**src/rtl/jtag_pkg.sv**
```systemverilog
// Shared JTAG definitions.
// tap_ctrl_fsm_t: the 16 IEEE 1149.1 TAP controller states, exported on the TAP's state port.
package jtag_pkg;

  typedef enum logic [3:0] {
    TestLogicReset,
    RunTestIdle,
    SelectDrScan,
    CaptureDr,
    ShiftDr,
    Exit1Dr,
    PauseDr,
    Exit2Dr,
    UpdateDr,
    SelectIrScan,
    CaptureIr,
    ShiftIr,
    Exit1Ir,
    PauseIr,
    Exit2Ir,
    UpdateIr
  } tap_ctrl_fsm_t;

endpackage

```
**src/rtl/jtag_tap_top.sv**
```systemverilog
// IEEE 1149.1 TAP: 16-state controller, instruction register, and BYPASS / IDCODE / user DR
// chains. The user DRs feed the JTAG-to-AXI bridge through capture/update ports.
// Ports:
//   tck_i, trstn_i        JTAG clock and async active-low reset
//   tms_i, tdi_i          test mode select, serial data in
//   tdo_o, tdo_en_o       serial data out and its pad enable (high in SHIFT_IR / SHIFT_DR)
//   tap_state_o           current controller state
//   ir_o                  active (updated) instruction
//   dr_capture_data_i     parallel capture values, slice i for user DR i
//   dr_update_data_o      value latched on the last user-DR UPDATE_DR
//   dr_update_valid_o     one-hot single-cycle pulse per user-DR update
module jtag_tap_top
  import jtag_pkg::*;
#(
  parameter int unsigned          IR_WIDTH     = 5,
  parameter int unsigned          DR_WIDTH     = 32,
  parameter int unsigned          NUM_DR       = 2,
  parameter logic [31:0]          IDCODE_VAL   = 32'h1000_0A5B,
  parameter logic [IR_WIDTH-1:0]  IDCODE_IR    = 'h01,
  parameter logic [IR_WIDTH-1:0]  USER_IR_BASE = 'h10
) (
  input  logic                       tck_i,
  input  logic                       trstn_i,
  input  logic                       tms_i,
  input  logic                       tdi_i,
  output logic                       tdo_o,
  output logic                       tdo_en_o,
  output tap_ctrl_fsm_t              tap_state_o,
  output logic [IR_WIDTH-1:0]        ir_o,
  input  logic [NUM_DR*DR_WIDTH-1:0] dr_capture_data_i,
  output logic [DR_WIDTH-1:0]        dr_update_data_o,
  output logic [NUM_DR-1:0]          dr_update_valid_o
);

  // Elaboration-time parameter sanity checks.
  if (IDCODE_VAL[0] != 1'b1) begin : gen_idcode_chk
    $error("IDCODE_VAL bit 0 must be 1");
  end
  if (IR_WIDTH < 2 || DR_WIDTH < 1 || NUM_DR < 1 || NUM_DR > 8) begin : gen_size_chk
    $error("IR_WIDTH, DR_WIDTH or NUM_DR out of range");
  end
  for (genvar gi = 0; gi < NUM_DR; gi++) begin : gen_code_chk
    localparam logic [IR_WIDTH-1:0] Code = IR_WIDTH'(USER_IR_BASE + gi);
    if (Code == IDCODE_IR || Code == '1) begin : gen_err
      $error("user DR instruction collides with IDCODE_IR or all-ones");
    end
  end

  tap_ctrl_fsm_t         state_q, state_d;
  logic [IR_WIDTH-1:0]   ir_q, ir_sr_q;
  logic                  bypass_q;
  logic [31:0]           idcode_sr_q;
  logic [DR_WIDTH-1:0]   user_sr_q, upd_data_q, user_cap;
  logic [NUM_DR-1:0]     upd_valid_q;
  logic                  idcode_sel, user_sel;
  logic [2:0]            user_idx;

  // Instruction decode: anything that is neither IDCODE nor a user DR falls back to BYPASS.
  assign idcode_sel = (ir_q == IDCODE_IR);

  always_comb begin
    user_sel = 1'b0;
    user_idx = '0;
    for (int unsigned i = 0; i < NUM_DR; i++) begin
      if (ir_q == IR_WIDTH'(USER_IR_BASE + i)) begin
        user_sel = 1'b1;
        user_idx = 3'(i);
      end
    end
  end

  assign user_cap = dr_capture_data_i[DR_WIDTH*user_idx +: DR_WIDTH];

  always_comb begin
    state_d = state_q;
    unique case (state_q)
      TestLogicReset: state_d = tms_i ? TestLogicReset : RunTestIdle;
      RunTestIdle:    state_d = tms_i ? SelectDrScan   : RunTestIdle;
      SelectDrScan:   state_d = tms_i ? SelectIrScan   : CaptureDr;
      CaptureDr:      state_d = tms_i ? Exit1Dr        : ShiftDr;
      ShiftDr:        state_d = tms_i ? Exit1Dr        : ShiftDr;
      Exit1Dr:        state_d = tms_i ? UpdateDr       : PauseDr;
      PauseDr:        state_d = tms_i ? Exit2Dr        : PauseDr;
      Exit2Dr:        state_d = tms_i ? UpdateDr       : ShiftDr;
      UpdateDr:       state_d = tms_i ? SelectDrScan   : RunTestIdle;
      SelectIrScan:   state_d = tms_i ? TestLogicReset : CaptureIr;
      CaptureIr:      state_d = tms_i ? Exit1Ir        : ShiftIr;
      ShiftIr:        state_d = tms_i ? Exit1Ir        : ShiftIr;
      Exit1Ir:        state_d = tms_i ? UpdateIr       : PauseIr;
      PauseIr:        state_d = tms_i ? Exit2Ir        : PauseIr;
      Exit2Ir:        state_d = tms_i ? UpdateIr       : ShiftIr;
      UpdateIr:       state_d = tms_i ? SelectDrScan   : RunTestIdle;
      default:        state_d = TestLogicReset;
    endcase
  end

  // Register actions are keyed on the state being left, so the exit edge of SHIFT still shifts.
  always_ff @(posedge tck_i or negedge trstn_i) begin
    if (!trstn_i) begin
      state_q     <= TestLogicReset;
      ir_q        <= IDCODE_IR;
      ir_sr_q     <= '0;
      bypass_q    <= 1'b0;
      idcode_sr_q <= '0;
      user_sr_q   <= '0;
      upd_data_q  <= '0;
      upd_valid_q <= '0;
    end else begin
      state_q     <= state_d;
      upd_valid_q <= '0;
      case (state_q)
        TestLogicReset: ir_q <= IDCODE_IR;
        CaptureIr:      ir_sr_q <= IR_WIDTH'(2'b01);
        ShiftIr:        ir_sr_q <= {tdi_i, ir_sr_q[IR_WIDTH-1:1]};
        UpdateIr:       ir_q <= ir_sr_q;
        CaptureDr: begin
          if (idcode_sel)    idcode_sr_q <= IDCODE_VAL;
          else if (user_sel) user_sr_q   <= user_cap;
          else               bypass_q    <= 1'b0;
        end
        ShiftDr: begin
          if (idcode_sel)    idcode_sr_q <= {tdi_i, idcode_sr_q[31:1]};
          else if (user_sel) user_sr_q   <= (user_sr_q >> 1) | (DR_WIDTH'(tdi_i) << (DR_WIDTH - 1));
          else               bypass_q    <= tdi_i;
        end
        UpdateDr: begin
          if (user_sel) begin
            upd_data_q  <= user_sr_q;
            upd_valid_q <= NUM_DR'(1) << user_idx;
          end
        end
        default: ;
      endcase
    end
  end

  // Pure mux of registers: stable for the whole cycle the host samples it.
  always_comb begin
    tdo_o = 1'b0;
    if (state_q == ShiftIr) begin
      tdo_o = ir_sr_q[0];
    end else if (state_q == ShiftDr) begin
      if (idcode_sel)    tdo_o = idcode_sr_q[0];
      else if (user_sel) tdo_o = user_sr_q[0];
      else               tdo_o = bypass_q;
    end
  end

  assign tdo_en_o          = (state_q == ShiftIr) || (state_q == ShiftDr);
  assign tap_state_o       = state_q;
  assign ir_o              = ir_q;
  assign dr_update_data_o  = upd_data_q;
  assign dr_update_valid_o = upd_valid_q;

endmodule

```
**config.mk**
```make
export PLATFORM = sky130hd
export DESIGN_NAME = jtag_tap_top
export DESIGN_NICKNAME = d
export VERILOG_FILES = /design/src/rtl/jtag_pkg.sv /design/src/rtl/jtag_tap_top.sv
export SDC_FILE = /design/constraint.sdc
export NUM_CORES = 1
export LEC_CHECK = 0
export BUFFER_PORTS_ARGS = -buffer_cell sky130_fd_sc_hd__buf_2
export CAP_MARGIN = 40
export CORE_MARGIN = 3
export CORE_UTILIZATION = 58
export DETAILED_ROUTE_END_ITERATION = 10
export PLACE_DENSITY_LB_ADDON = 0.12
export SKIP_LAST_GASP = 1
export SLEW_MARGIN = 10
export SYNTH_ARGS = -nofsm -noshare
export SYNTH_HDL_FRONTEND = slang
export SYNTH_SLANG_ARGS = --single-unit
```
**constraint.sdc**
```tcl
create_clock -name tck_i -period 5.1 [get_ports tck_i]
set_input_delay 0.51 -clock tck_i [delete_from_list [all_inputs] [get_ports tck_i]]
set_output_delay 0.51 -clock tck_i [all_outputs]
set_load 0.01 [all_outputs]
```
== After elaboration in Yosys (flattened, before gate mapping) ==
Index checks and enable logic that the tools add are counted.
W data, S select, Z words.

* Flip-flop bits (word level): 113
* Input port bits: 68
* Output and inout port bits: 45
* Word-level logic and storage cells: 86

* Equality and inequality tests: 26
* Shift operators: 2
* Muxes and demuxes: 37
* Bitwise operators: 1
* Reduce and logical (&&, ||, !) cells: 12

{| class="wikitable"
|+ Operator list
! cell !! number
|-
| $mux W32 || 6
|-
| $pmux W32 S2 || 2
|-
| $shiftx A64 B9 Y32 || 1
|-
| $pmux W4 S12 || 1
|-
| $eq A4 B4 Y1 const B || 8
|-
| $or A31 B32 Y32 || 1
|-
| $pmux W5 S2 || 2
|-
| $eq A4 B3 Y1 const B || 4
|-
| $mux W4 || 4
|-
| $ne A2 B2 Y1 const B || 8
|-
| $mux W1 || 14
|-
| $eq A5 B5 Y1 const B || 2
|-
| $mux W2 || 5
|-
| $reduce_and A5 Y1 || 2
|-
| $eq A4 B2 Y1 const B || 2
|-
| $mux W3 || 2
|-
| $reduce_bool A2 Y1 || 3
|-
| $eq A5 B1 Y1 const B || 1
|-
| $eq A4 B1 Y1 const B || 1
|-
| $logic_not A4 Y1 || 1
|-
| $reduce_or A2 Y1 || 2
|-
| $reduce_and A3 Y1 || 1
|-
| $reduce_or A3 Y1 || 1
|-
| $pmux W1 S2 || 1
|-
| other kinds (3) || 3
|}

== Longest topological paths before layout ==
Gate-level depths: netlist of the first run.

* Depth in word-level cells: 7
* Gate-level depth with buffers: 7
* Depth with buffers taken out: 4

== Worst setup path after synthesis of the first run ==
Ideal clock, no wire load.

* Kind: reg2out
* Start: register state_q[3] (netlist: tap_state_o[3])
* End: output tdo_o
* Arrival time: 1.545 ns
* Required time: 4.590 ns
* Slack: 3.045 ns
* Stages on the path, launching flop included: 5
* Path buffers: 2
* Path through: dfrtp_1 > or4b_1 > buf_2 > buf_1 > o32ai_1

* Cells in the longest elaborated chain, start to end: 3
* Elaborated cells on any way between the ends: 4
* Classes of those cells: eq/ne: 2; mux: 2

{| class="wikitable"
|+ RTL lines
! element !! RTL line !! source
|-
| from (decl) || jtag_tap_top.sv:49 || <nowiki>tap_ctrl_fsm_t state_q, state_d;</nowiki>
|-
| from (signal assigned) || jtag_tap_top.sv:100 || <nowiki>state_q <= TestLogicReset;</nowiki>
|-
| from (signal assigned) || jtag_tap_top.sv:109 || <nowiki>state_q <= state_d;</nowiki>
|-
| $eq A4 B3 Y1 || jtag_tap_top.sv:142 || <nowiki>end else if (state_q == ShiftDr) begin</nowiki>
|-
| $mux W1 || jtag_tap_top.sv:142 ||
|-
| $mux W1 (*) || jtag_tap_top.sv:140 || <nowiki>if (state_q == ShiftIr) begin</nowiki>
|-
| to (decl) || jtag_tap_top.sv:26 || <nowiki>output logic tdo_o,</nowiki>
|}

Every way passes the cells marked *; elsewhere a longest branch is shown, timed or not.

== Worst setup path in the final report of the first run ==
Same ends and word-level chain as after synthesis.

==> results of run 1 <==
==> cell usage after synthesis (4+ instances only) <==
| cell type | number |
|---|---|
| dfrtp_1 | 112 |
| nand2_1 | 53 |
| nor2_1 | 40 |
| a21boi_0 | 33 |
| a31oi_1 | 32 |
| o31ai_1 | 32 |
| mux2_2 | 29 |
| a22o_1 | 24 |
| clkbuf_1 | 22 |
| buf_2 | 12 |
| a21oi_1 | 10 |
| o21ai_0 | 9 |
| o22a_1 | 8 |
| o22ai_1 | 7 |
| nand2b_1 | 5 |
| buf_1 | 4 |
| mux2_1 | 4 |
==> per-stage QoR <==
step           setup slack, ps  hold slack, ps
5_1_grt                   1717           151.3
4_1_cts                   1865           118.1
3_3_place_gp              2254           471.5
2_1_floorplan             3045           214.4
3_5_place_dp              2143           480.6
6_report                  1860           93.84
==> final cells by class <==
| class | count | area share [%] |
|---|---|---|
| clock buffers | 17 | 6.536 |
| clock inverters | 15 | 3.476 |
| repair buffers | 119 | 9.834 |
| well taps | 105 | 2.073 |
| diodes | 1 | 0.03949 |
| inverters | 3 | 0.1777 |
| multi-input cells | 312 | 33.21 |
| flip-flops and latches | 113 | 44.65 |
==> final timing paths <==
path	start	to	slack, ps	cells past startpoint
max	tap_state_o[3]	tdo_o	1860	4
min	trstn_i	dr_update_data_o[14]	90	1
max reg2reg	tap_state_o[3]	idcode_sr_q[22]	2070	5
min reg2reg	user_sr_q[17]	user_sr_q[17]	490	2
max in group asynchronous	trstn_i	user_sr_q[18]	3930	2
min in group tck_i	tdi_i	idcode_sr_q[31]	320	2
==> cell families (layout without fill, tap and decap cells) <==
| kind of cell | after synthesis | in the layout |
|---|---|---|
| simple gates | 114 | 114 |
| mux | 35 | 35 |
| xor+xnor | 1 | 1 |
| flops | 113 | 113 |
| compound gates | 162 | 162 |
| other cells | 0 | 1 |
| buf+inv | 43 | 154 |
==> state kept, by name, indices dropped and copies added, names as in the netlist <==
| register | flops |
|---|---|
| bypass_q | 1 |
| idcode_sr_q | 32 |
| user_sr_q | 32 |
| ir_sr_q | 5 |
| dr_update_data_o | 32 |
| ir_o | 5 |
| tap_state_o | 4 |
| dr_update_valid_o | 2 |
==> metal layers <==
layer | vias to the layer above | share of wire, %
met5 | - | 0
met4 | 0 | 1.1
met2 | 166 | 49
li1 | 1919 | -
met3 | 12 | 6.4
met1 | 2071 | 44
==> power groups by stage <==
stage               clock network [mW]  logic (mW)  registers, mW
global route                      1.32        1.17           1.52
CTS                               1.28        1.05           1.47
finish                            1.26        1.05           1.48
floorplan                            0       0.801           1.39
global placement                     0       0.988           1.46
detailed placement                   0        1.03           1.48
==> impl_results.md, run 1 <==
- Number of enable flip-flop cells after synthesis: 0
- Switch share: between 30% and 40%
- Vias in the first global route: 4141
- Cell Rows: 33
- Setup crit end kind: primary output
- Setup TNS Final: 0 ps
- Final Net Count: approximately 630
- Core Box Area: 0.008382 mm^2
- Clock transition at path regs: 60 ps
- Chip Height: 99.93 um
- Routed WL per cell: between 15 and 20 um
- Worst hold path type: in -> async
- Relative slew slack: about 37%
- Most common cell after layout, fill and taps aside: dfrtp_1
- Mux share of post-synthesis cell area: 7.653%
- Distinct cell type count of the synthesized netlist: 42
- Met2 Usage GRT: a little over two fifths
- Final setup vio count: 0
- Fin. max-slew vios: 0
- Worst vdd ir: ~0.38 mV
- Syn Inst Count: 468
- Port Buf Inserts: around 110
- Synth area leader: dfrtp_1
- GPL Wtd Cong: roughly 0.83
- First-pass GRT wire length: about 21 mm
- Register bit total from synthesis: 113
- Share of the synthesized area in the top cell type: roughly 55%
- DP Wirelength: 7.748 mm
- Die X-Extent: 99.93 um
- Clock share of power: approximately a third
- Vias: around 4200
- Delay-heaviest family, CP: simple AND/OR/NAND/NOR gates
- TritonCTS clock tree: yes
- Post-DR vias/cell: a little over 6
- DR pass1 iterations: 5
- Met3 Use GR: 6.254%
- Syn Std Cell Area: ~0.005 mm^2
- Placed insts: 652
- Area growth, synth to finish: 23.81%
- Hold Violations, Final: 0
- Worst path bufs/invs: 2
- Period minus WS final: 3240 ps
- Post-synthesis xor/xnor area fraction: less than 1%
- Highest clock rate: between 300 and 400 MHz
- RSZ-0062 raised after global routing: false
- Startpoint Class: register
- Critical Path AT: 2730 ps
- Synth Area in Compound Gates: a little under a quarter
- CTS Buf Count: 17
- CP max FO: 24
- CP Cell Sequence: or4b_1 -> buf_4 -> o32ai_1 -> buf_2
- Pwr/cell area: roughly 600 mW/mm^2
- Met1 Use GR: 36.13%
- Setup bufs post-CTS: 0
- Switch Pwr: 1.319 mW
- Post-synthesis adder-cell area fraction: 0%
- Fill count: about 580
- Pint: 2.473 mW
- Worst skew pair latency: 510 ps
- Total power: 3.792 mW
- GR Util All Layers: a little over a quarter
- Area occupied by registers: ~0.0028 mm^2
- Power share of the sequential group: about two fifths
- Initial Util: between 60% and 70%
- Post-cts resize count: 0
- Critical path data required time: 4590 ps
- Pin slew with the least headroom to its limit: approximately 950 ps
- Leak Pwr: between 3 and 4 nW
- Final Util: about three quarters
- Final period util: 63.52%
- Layout cell share with drive strength beyond 1: about a third
- Most frequent cells in the layout: 112 x dfrtp_1, 111 x buf_2, 53 x nand2_1, 40 x nor2_1, 33 x a21boi_0
- Combinational power share: between 20 and 30%
- Antenna-violating nets left: 0
- Placed Area: around 0.0057 mm^2
- Initial DRC count: about 230
- Total of max-cap violations: 0
- Critical-path top delay cell: or4b_1
- Finished Cell Area: 0.006336 mm^2
- Largest family of logic cells by synthesized area: compound AO/OA/AOI/OAI gates
- Sequential area share after synthesis: around 55%
- IO Count: roughly 110
- Non-Filler Instances: about 690
- Multi-input gate area: roughly 0.0021 mm^2
- Grt total ovfl: 0
- Antenna violations before repair: 1
- Final wirelength: roughly 12 mm
- Synth top area cells: dfrtp_1 55%, mux2_2 6.4%, a21boi_0 4.8%, o31ai_1 4.7%, a22o_1 4.1%
- Ys flop type: dfrtp_1
- Full die area: ~0.01 mm^2
- H-tree Lvls: 4
- Largest buffer count on any clock path: 2
- Top Usage Layer GRT: met2
- Mapped Nets: roughly 540
- Clock sinks: ~110
- Simple-gate area share of the yosys netlist: between 10 and 15%
- Largest net degree at the start of global routing: 71
- Warnings, synthesis: 0
- Root buf cell: clkbuf_8
- Mean area per synthesized cell: roughly 11 um^2
- Clk_skew: slightly above 7 ps
- Outcome: finished, final reports clean
- Post-CTS Hold Buffers: 0
- Crit Path Category: reg -> out
- Ys async rst share: between 90% and 100%
- CP peak stage delay: between 800 and 900 ps
- Detailed-route DRC error count: 0
Note: power is estimated with default switching activity, not from simulation.
==> run 2: changes to the inputs <==
--- a/config.mk
+++ b/config.mk
@@ -8,7 +8,7 @@
 export BUFFER_PORTS_ARGS = -buffer_cell sky130_fd_sc_hd__buf_2
 export CAP_MARGIN = 40
 export CORE_MARGIN = 3
-export CORE_UTILIZATION = 58
+export CORE_UTILIZATION = 54
 export DETAILED_ROUTE_END_ITERATION = 10
 export PLACE_DENSITY_LB_ADDON = 0.12
 export SKIP_LAST_GASP = 1
==> constraint.sdc (replaced) <==
create_clock -name tck_i -period 3.1 [get_ports tck_i]
set_input_delay 0.31 -clock tck_i [delete_from_list [all_inputs] [get_ports tck_i]]
set_output_delay 0.31 -clock tck_i [all_outputs]
set_load 0.01 [all_outputs]
==> impl_results.md, run 2 (synthesized netlist as in run 1, its figures left out) <==
- Vias in the first global route: 3955 (-4.5%)
- Setup TNS Final: 0 ps (unchanged)
- CTS Buf Count: 17 (unchanged)
- GPL Wtd Cong: 0.8407 (+1.2%)
- Startpoint Class: register
- Root buf cell: clkbuf_8
- Core Box Area: 0.008976 mm^2 (+7.1%)
- Worst hold stages: 3
- Combinational power share: 28.9% (+1.2 points)
- Pin slew with the least headroom to its limit: 865.3 ps (-81.90 ps)
- Setup crit end kind: primary output
- Initial DRC count: 225 (-1.3%)
- Setup bufs post-CTS: 0 (unchanged)
- Final period util: just under 90%
- Full die area: 0.01068 mm^2 (+7.0%)
- Leak Pwr: 3.094 nW (-0.58%)
- GR Util All Layers: 23.50% (-3.0 points)
- DP Wirelength: 7.639 mm (-1.4%)
- Routed WL per cell: 16.73 um (-8.2%)
- Period minus WS final: approximately 2800 ps
- Clk_skew: 7.385 ps (+0.2414 ps)
- CP max FO: 35 (+46%)
- DR pass1 iterations: 5 (unchanged)
- TritonCTS clock tree: yes
- Clock transition at path regs: 60 ps (about the same)
- Layout cell share with drive strength beyond 1: 32.93% (+0.29 points)
- Chip Height: 103.4 um (+3.4%)
- Post-DR vias/cell: 5.721 (-6.0%)
- Pwr/cell area: 944.5 mW/mm^2 (+58%)
- Power share of the sequential group: 39.9% (+0.9 points)
- Antenna violations before repair: 0 (-1)
- R2r endpoint: idcode_sr_q[26]
- Critical R2R Launch: tap_state_o[3]
- Cell Rows: 34 (+3.0%)
- Critical path data required time: 2790 ps (-1800 ps)
- Port Buf Inserts: 112 (unchanged)
- Final setup vio count: 0 (unchanged)
- Hold endpoint: ir_sr_q[4]
- Clock sinks: 113 (unchanged)
- IO Count: 113 (unchanged)
- Post-cts resize count: 0 (unchanged)
- H-tree Lvls: 4 (unchanged)
- Total of max-cap violations: 0 (unchanged)
- Worst hold path type: in -> reg
- Placed insts: 676 (+3.7%)
- Vias: 4056 (-2.7%)
- Area growth, synth to finish: 23.86% (about the same)
- Clock share of power: 31.1% (-2.2 points)
- Pint: 3.896 mW (+58%)
- Worst skew pair latency: 520 ps (about the same)
- Initial Util: 57.01% (-4.0 points)
- Fin. max-slew vios: 0 (unchanged)
- Outcome: finished, final reports clean
- Final Net Count: 638 (+0.63%)
- RSZ-0062 raised after global routing: false
- Most common cell after layout, fill and taps aside: dfrtp_1
- Min-delay src: tdi_i
- Non-Filler Instances: 709 (+3.5%)
- Largest buffer count on any clock path: 2 (unchanged)
- Switch share: 34.92% (+0.14 points)
- First-pass GRT wire length: 19.31 mm (-6.5%)
- Total power: 5.987 mW (+58%)
- Worst reg2reg path depth: 4 (-1)
- Ant diodes: 0 (-1)
- Grt total ovfl: 0 (unchanged)
- Relative slew slack: 42.31% (+5.5 points)
- Largest net degree at the start of global routing: 66 (-7.0%)
- Switch Pwr: 2.091 mW (+58%)
- Final wirelength: 11.86 mm (-5.0%)
- Antenna-violating nets left: 0 (unchanged)
- Critical Path AT: 2450 ps (-280 ps)
- Detailed-route DRC error count: 0 (unchanged)
- Most frequent cells in the layout: 112 x dfrtp_1, 111 x buf_2, 53 x nand2_1, 40 x nor2_1, 33 x a21boi_0
- Highest clock rate: about 360 MHz
- Hold Violations, Final: 0 (unchanged)
- Setup slack, reg-to-reg: 670 ps (-1400 ps)
- Crit Path Category: reg -> out
- Worst vdd ir: 0.5850 mV (+54%)
- Die X-Extent: 103.4 um (+3.4%)
run 2: cell type report:
type	count	area, um^2
Clock inverter	15	161.4
Multi-Input combinational cell	312	2105
Tap cell	126	157.7
Sequential cell	113	2829
Timing Repair Buffer	123	660.6
Clock buffer	17	414.1
Inverter	3	11.26
Fill cell	667	2638
run 2: critical path: stages, from the launching register on:
cell	delay, ps
dfrtp_1	640
or4b_1	670
buf_4	280
o32ai_1	160
buf_2	170
run 2: power by group through the flow:
stage | clock network (mW) | logic [mW] | registers (mW)
after floorplan | 0 | 1.32 | 2.29
after global placement | 0 | 1.67 | 2.38
after detailed placement | 0 | 1.73 | 2.40
after CTS | 1.90 | 1.75 | 2.38
after global routing | 1.97 | 1.93 | 2.47
final | 1.86 | 1.73 | 2.39
run 2: per-stage QoR:
step / utilization, % / instance area (um^2) / setup slack, ps / hold WS [ps]
after detailed placement: 64.09 / 5753 / 703.4 / 370.5
after CTS: 70.62 / 6339 / 341.1 / 81.65
after global placement: 64.09 / 5753 / 772.0 / 369.6
after floorplan: - / 5117 / 1236 / 14.41
after global routing: 70.62 / 6339 / 243.5 / 100.4
final: 70.62 / 6339 / 344.0 / 104.8
run 2: worst max path at each step:
stage                                  to  slack [ps]      startpoint  cells past startpoint
after global placement    idcode_sr_q[18]         770  tap_state_o[3]                      4
after CTS                           tdo_o         340  tap_state_o[3]                      4
final                               tdo_o         340  tap_state_o[3]                      4
after detailed placement     user_sr_q[9]         700  tap_state_o[3]                      5
after floorplan           idcode_sr_q[10]        1240  tap_state_o[3]                      7
after global routing                tdo_o         240  tap_state_o[3]                      4
run 2: what timing repair did:
action / 4_1_cts / 5_1_grt
endpoints found under the hold margin: 48 / 0
hold buffers: 1 / 0
endpoints found under the setup margin: 0 / 0
run 2: routing by layer:
layer,part of all wire [%],wire [um],global-route usage [%],vias to the layer above
met3,5.3,630,6.103,16
met4,1.3,158,7.371,0
met5,0,0,0,-
met1,45,5376,32.81,1978
li1,-,-,-,1925
met2,48,5696,36.27,137
